[src/rtl/vec_pkg.sv]
// Shared types and constants for the vector load/store sequencer.
package vec_pkg;

  localparam int LANES      = 5;
  localparam int DW         = 32;
  localparam int WORD_BYTES = 4;

  typedef enum logic [1:0] {
    IDLE   = 2'd0,
    XFER   = 2'd1,
    FINISH = 2'd2
  } state_t;

  typedef logic [2:0] idx_t;

endpackage

[src/rtl/vec_lane_buf.sv]
// LANES x DW lane register array: parallel load, single indexed write port,
// and all lanes presented in parallel. Cleared asynchronously.
module vec_lane_buf
  import vec_pkg::idx_t;
#(
  parameter int LANES = 5,
  parameter int DW    = 32
) (
  input  logic                clk,
  input  logic                rst_n,
  input  logic                load,
  input  logic [LANES*DW-1:0] load_d,
  input  logic                we,
  input  idx_t                idx,
  input  logic [DW-1:0]       d,
  output logic [LANES*DW-1:0] q
);

  logic [DW-1:0] regs [LANES];

  // NOTE: this array is deliberately reset -- an aborted load must not leave
  // partial lane data visible on the outputs after reset.
  always_ff @(posedge clk or negedge rst_n) begin
    if (!rst_n) begin
      for (int i = 0; i < LANES; i++) regs[i] <= '0;
    end else if (load) begin
      for (int i = 0; i < LANES; i++) regs[i] <= load_d[i*DW +: DW];
    end else if (we && (int'(idx) < LANES)) begin
      regs[idx] <= d;
    end
  end

  for (genvar g = 0; g < LANES; g++) begin : g_out
    assign q[g*DW +: DW] = regs[g];
  end

endmodule

[src/rtl/vec_mem_seq.sv]
// Vector load/store sequencer: one data-memory word per cycle while stalling
// the PC, then a single vector register file write pulse for loads.
module vec_mem_seq
  import vec_pkg::state_t;
  import vec_pkg::idx_t;
  import vec_pkg::IDLE;
  import vec_pkg::XFER;
  import vec_pkg::FINISH;
  import vec_pkg::WORD_BYTES;
#(
  parameter int LANES = 5,
  parameter int DW    = 32,
  parameter int AW    = 32
) (
  input  logic          clk,
  input  logic          reset,
  input  logic          start,
  input  logic          is_store,
  input  logic [AW-1:0] base_addr,
  input  logic [DW-1:0] st_lane_0,
  input  logic [DW-1:0] st_lane_1,
  input  logic [DW-1:0] st_lane_2,
  input  logic [DW-1:0] st_lane_3,
  input  logic [DW-1:0] st_lane_4,
  input  logic [DW-1:0] mem_rdata,
  output logic [AW-1:0] mem_addr,
  output logic [DW-1:0] mem_wdata,
  output logic          mem_we,
  output logic [DW-1:0] ld_lane_0,
  output logic [DW-1:0] ld_lane_1,
  output logic [DW-1:0] ld_lane_2,
  output logic [DW-1:0] ld_lane_3,
  output logic [DW-1:0] ld_lane_4,
  output logic          vec_we,
  output logic          stall,
  output logic          busy,
  output logic          done
);

  state_t              state;
  idx_t                idx;
  logic                is_store_r;
  logic [AW-1:0]       base_r;
  logic [LANES*DW-1:0] snap_q;
  logic [LANES*DW-1:0] buf_q;
  logic                accept;
  logic                in_xfer;

  assign accept  = (state == IDLE) && start;
  assign in_xfer = (state == XFER);

  // NOTE: sequential state uses non-blocking assignments only, so every
  // register in this block samples the pre-edge values of the others.
  always_ff @(posedge clk or negedge reset) begin
    if (!reset) begin
      state      <= IDLE;
      idx        <= '0;
      is_store_r <= 1'b0;
      base_r     <= '0;
    end else begin
      case (state)
        IDLE: begin
          if (start) begin
            state      <= XFER;
            idx        <= '0;
            is_store_r <= is_store;
            base_r     <= {base_addr[AW-1:2], 2'b00};
          end
        end
        XFER: begin
          if (idx == idx_t'(LANES - 1)) state <= FINISH;
          else                          idx   <= idx + idx_t'(1);
        end
        FINISH:  state <= IDLE;
        default: state <= IDLE;
      endcase
    end
  end

  // Store lanes are frozen at acceptance so the decoder may move on.
  vec_lane_buf #(.LANES(LANES), .DW(DW)) u_snap (
    .clk    (clk),
    .rst_n  (reset),
    .load   (accept),
    .load_d ({st_lane_4, st_lane_3, st_lane_2, st_lane_1, st_lane_0}),
    .we     (1'b0),
    .idx    (idx),
    .d      ('0),
    .q      (snap_q)
  );

  vec_lane_buf #(.LANES(LANES), .DW(DW)) u_ldbuf (
    .clk    (clk),
    .rst_n  (reset),
    .load   (1'b0),
    .load_d ('0),
    .we     (in_xfer && !is_store_r),
    .idx    (idx),
    .d      (mem_rdata),
    .q      (buf_q)
  );

  // NOTE: every output gets a default first so no path through this block
  // can infer a latch.
  always_comb begin
    mem_addr  = '0;
    mem_wdata = '0;
    mem_we    = 1'b0;
    if (in_xfer) begin
      // Address arithmetic is modulo 2^AW, so a vector may wrap past the top.
      mem_addr = base_r + AW'(idx) * AW'(WORD_BYTES);
      if (is_store_r) begin
        mem_we    = 1'b1;
        mem_wdata = snap_q[int'(idx)*DW +: DW];
      end
    end
  end

  assign done   = (state == FINISH);
  assign vec_we = (state == FINISH) && !is_store_r;
  assign busy   = (state != IDLE);
  assign stall  = accept || in_xfer;

  assign ld_lane_0 = buf_q[0*DW +: DW];
  assign ld_lane_1 = buf_q[1*DW +: DW];
  assign ld_lane_2 = buf_q[2*DW +: DW];
  assign ld_lane_3 = buf_q[3*DW +: DW];
  assign ld_lane_4 = buf_q[4*DW +: DW];

endmodule
[config.mk]
export PLATFORM = sky130hd
export DESIGN_NAME = vec_mem_seq
export DESIGN_NICKNAME = d
export VERILOG_FILES = /design/src/rtl/vec_pkg.sv /design/src/rtl/vec_lane_buf.sv /design/src/rtl/vec_mem_seq.sv
export SDC_FILE = /design/constraint.sdc
export NUM_CORES = 1
export LEC_CHECK = 0
export BUFFER_PORTS_ARGS = -buffer_cell sky130_fd_sc_hd__buf_2
export CAP_MARGIN = 10
export CORE_MARGIN = 2
export CORE_UTILIZATION = 35
export DETAILED_ROUTE_END_ITERATION = 12
export SETUP_SLACK_MARGIN = 0.1
export SLEW_MARGIN = 20
export SYNTH_ARGS = -nofsm -noshare
export SYNTH_HDL_FRONTEND = slang
export SYNTH_SLANG_ARGS = --single-unit
[constraint.sdc]
create_clock -name clk -period 4.95 [get_ports clk]
set_input_delay 0.7425 -clock clk [delete_from_list [all_inputs] [get_ports clk]]
set_output_delay 0.7425 -clock clk [all_outputs]
set_load 0.02 [all_outputs]
# After elaboration in Yosys (flattened, before gate mapping)
# Cells that the tools add are included.
[word_totals] reg_bits=356
[op_classes] add_sub_neg=2 magnitude_cmp=3 n_eq_ne=6 shift=1 mux=14 n_bitwise=1 reduce_logical=13
[ops] op="$bwmux 160" n=1
[ops] op="$shiftx 160x9->32" n=1
[ops] op="$mux 32" n=4
[ops] op="$demux 32 s3" n=1
[ops] op="$add 32x5->32" n=1
[ops] op="$mux 3" n=2
[ops] op="$pmux 3 s2" n=1
[ops] op="$logic_and 1x1->1" n=5
[ops] op="$ge 4x4->1 const B" n=1
[ops] op="$lt 4x1->1 const B" n=1
[ops] op="$mux 2" n=2
[ops] op="$ne 2x2->1 const B" n=2
[ops] op="$not 3->4" n=1
[ops] op="$pmux 2 s2" n=1
[ops] op="$reduce_and 2->1" n=2
[ops] op="$reduce_bool 2->1" n=2
[ops] op="$add 3x1->3 const B" n=1
[ops] op="$eq 3x3->1 const B" n=1
[ops] op="$lt 3x3->1 const B" n=1
[ops] op="$reduce_and 3->1" n=1
[ops] op="$eq 2x1->1 const B" n=1
[ops] op="$eq 2x2->1 const B" n=1
[ops] op="$logic_not 2->1" n=1
[ops] op="$mux 1" n=2
[ops] op="3 further kinds" n=3

# Logic depth before layout (Yosys ltp)
[logic_depth] ltp_word=6 ltp_mapped=8

# Hierarchy
# From an unflattened synthesis, not the netlist that was laid out.
[hier_totals] cells_unflattened=1823 hier_area_um2=18256.3
[modules_own_cells] module="vec_lane_buf" n_inst=2 cells_per_inst=698 area_per_inst_um2=7379.6 seq_area_each_um2=4003.8
[modules_own_cells] module="vec_mem_seq" n_inst=1 cells_per_inst=427 area_per_inst_um2=3497.1 seq_area_each_um2=900.9

# Worst setup path before layout
# No wires, ideal clock.
[synth_timing] path_kind="register to output" startpoint="register idx[1]" endpoint="output mem_addr[22]" arrival_ns=2.343 required_ns=4.208 setup_slack_ns=1.864 stages_incl_launch_ff=8 path_cell_list="dfrtp_1 > inv_1 > fa_1 > nor2b_1 > o21ai_1 > buf_2 > or4_1 > a21oi_1"
[synth_via] elab_chain_len=2
[synth_rtl] element="start: declaration" line_no="vec_mem_seq.sv:41" source="idx_t idx;"
[synth_rtl] element="start signal: assignment" line_no="vec_mem_seq.sv:72" source="else idx <= idx + idx_t'(1);"
[synth_rtl] element="$add 32x5->32" line_no="vec_mem_seq.sv:111" source="mem_addr = base_r + AW'(idx) * AW'(WORD_BYTES);"
[synth_rtl] element="$mux 32" line_no="vec_mem_seq.sv:109" source="if (in_xfer) begin"
[synth_rtl] element="end: declaration" line_no="vec_mem_seq.sv:26" source="output logic [AW-1:0] mem_addr,"
# Every way passes these cells.

# Worst setup path in the final report
[layout_timing] startpoint="register idx[0]" endpoint="output mem_addr[24]"
# The elaborated chain is that of the path after synthesis.

==> impl_metrics.ini <==
[clock_network]
path_clk_slew_ns = 0.06
cts_setup_buffers = 0
h-tree-depth = 2
clockBufferDepth = 3
cts.sinks = 356
tritoncts = built
cts-root-buf = clkbuf_16
postCtsResizedCells = 0
numCtsBuffers = 40
cts_hold_buf = 0
clock_latency_ns = 0.55

[floorplan]
die_w_um = 213.9
io_pins = 457
start_util_pct = 35.62
coreArea_um2 = 43270
chipHeight_um = 213.9
rows = 76
dieArea_um2 = 45730

[global_routing]
grt_pass1_vias = 12063
grt_max_degree = 191
antenna_found_initial = 23
grt_pass1_wl_um = 68220
gr-total-overflow = 0
track_usage_pct = 19.30

[logic_synthesis]
synth_area_um2 = 15410
yosysTopAreaCell = dfrtp_1
yosys.area.top_type_share_pct = 57.80
synth-seq-cells = 356
yosysSeqAreaShare_pct = 57.80
syn_area_per_cell_um2 = 10.25
yosysWarnings = 0
synthTopCellsByArea = dfrtp_1, nand2_1, mux2_2, mux2_4, a21oi_1
yosysUniqueCellTypes = 44
syn_inst = 1504

[cells_and_area]
syn2layout_area_growth_pct = 26.62
mostFrequentLayoutCell = nand2_1
final_util_pct = 45.11
layout-drive-gt1-share_pct = 35.81
stdcell_count = 2545
layout.nets = 2156
final_cell_mix = nand2_1, buf_2, dfrtp_1, mux2_2, a21oi_1

[routing]
vias = 12325
m1WireLength_um = 18770
drc = 0
drt-vias-per-instance = 4.843
wl_met2_um = 21110
top_layer = met5
postRouteAntennaNets = 0
firstDrtPassIters = 4
wire_per_inst_um = 17.96
drt-total-wl_um = 45700
wl_met3_um = 4428
drtIter0Drc = 682

[power]
power.share.switching_pct = 40.71
power.density_nw_per_um2 = 718.2
power_frac_seq_pct = 37.1
power_mw = 14.02
ir_drop_mv = 0.3755
internal-power_mw = 8.310
combPwrFrac_pct = 42.6
p_sw_mw = 5.706
clockPowerShare_pct = 20.3
p_leak_nw = 9.968

[place]
dp_hpwl_um = 30580
gp_congestion = 0.8541
place_ws_ns = 1.421
portBuffers = 452
place_inst = 2465

[critical_path]
crit_family = simple AND/OR/NAND/NOR gates
worst_ep_required_time_ns = 4.21
end_kind = primary output
critPathSlowestCell = or4_1
worstPathArrival_ns = 3.35
path_cells = ha_1 > inv_1 > fa_1 > nor2b_1 > o21ai_1 > or4_1 > a21oi_1 > buf_2
path_max_fanout = 11
start_kind = flip-flop
crit_type = reg -> out
max_stage_delay_ns = 0.57
cp_num_buf_inv = 2

[sta]
min_period_ns = 4.091
finalCritPeriodShare_pct = 82.65
hold_viol = 0
worst_slack_ns = 0.8588
slew_viol_final = 0
tightest_slew_ns = 0.9794
rsz0062_at_grt = false
finalSetupViolations = 0
finClkSkew_ns = 0.01820
relSlewSlack_pct = 34.47
tns_ns = 0
fmax_mhz = 244.4

[min_path]
hold_class = in -> async

[run]
maxCapViolCount = 0

[run_status]
status = finished, final reports clean
==> power by group through the flow <==
stage	Sequential, mW	Clock (mW)	Combinational, mW
5_1_grt	5.38	3.06	6.56
6_report	5.20	2.85	5.97
4_1_cts	5.20	2.94	6.07
3_5_place_dp	5.24	0	6.05
3_3_place_gp	5.17	0	5.97
2_1_floorplan	5.91	0	3.21
==> sequential cells by signal, summed over array words and instances (netlist names) <==
| name | cells |
|---|---|
| u_ldbuf.q | 160 |
| u_snap.q | 160 |
| base_r | 30 |
| idx | 3 |
| state | 2 |
| is_store_r | 1 |
==> cells in the mapped netlist (all sizes together) <==
master	instances
fa	1
nand2	589
buf	32
and3	6
clkbuf	61
nor3	4
mux2	160
xor2	7
inv	8
nor2b	5
and2	3
mux2i	38
nor2	44
o31ai	10
nor4	6
or3	2
nand2b	8
xnor2	1
o2111ai	3
a21oi	78
and4b	1
or4	12
a22oi	32
a21o	1
o211ai	4
o21ai	11
dfrtp	356
nand4	3
and4	2
nand3	8
conb	1
ha	5
nor4b	1
or2	1
==> logic make-up after synthesis <==
| kind of cell | count (synthesis) | share of synthesized area [%] |
|---|---|---|
| AOI/OAI and AO/OA | 139 | 5.349 |
| xor gates and xnor gates | 8 | 0.4546 |
| adders and majority gates | 6 | 0.5358 |
| buffers and inverters | 101 | 2.833 |
| DFF | 356 | 57.80 |
| muxes | 198 | 14.89 |
| other | 1 | 0.02433 |
| and+or+nand+nor | 695 | 18.12 |
==> layout make-up <==
type / instances / area [um^2]
fill: 4124 / 23750
sequential: 356 / 8910
multi-input combinational: 1048 / 6117
timing repair buffer: 468 / 2455
clock buffer: 56 / 1131
tap: 585 / 732.0
clock inverter: 13 / 113.9
inverter: 8 / 30.03
antenna: 11 / 27.53
==> final timing paths <==
path                                           start                    endpoint  slack, ns  depth (start not counted)
max in group asynchronous                      reset       base_r[5]$_DFFE_PN0P_       3.58                          2
hold / removal                                 reset  u_ldbuf.q[150]$_DFFE_PN0P_       0.20                          1
setup reg to reg                  idx[1]$_DFFE_PN0P_  u_ldbuf.q[156]$_DFFE_PN0P_       1.99                          4
min in group clk                       base_addr[27]      base_r[27]$_DFFE_PN0P_       0.38                          3
setup / recovery                  idx[0]$_DFFE_PN0P_                mem_addr[24]       0.86                          8
hold reg to reg            u_snap.q[101]$_DFFE_PN0P_   u_snap.q[101]$_DFFE_PN0P_       0.47                          2
==> worst reg2reg max path, cell delays in order (launching register included) <==
cell	delay, ns
dfrtp_1	0.47
inv_1	0.19
and3_2	0.80
nand2_2	0.81
mux2_2	0.56
==> through the flow <==
stage	cell area, um^2	hold slack (ns)
floorplan	15420	0.4450
global placement	18240	0.4573
detailed placement	18240	0.4621
CTS	19490	0.2084
global route	19510	0.2408
finish	19520	0.2033
==> layer usage <==
metal	up-vias	GRT usage (%)
li1	5830	-
met1	5931	23.64
met2	442	31.28
met3	96	7.162
met4	26	6.777
met5	-	0
No activity file was read; power rests on OpenSTA's default activity.
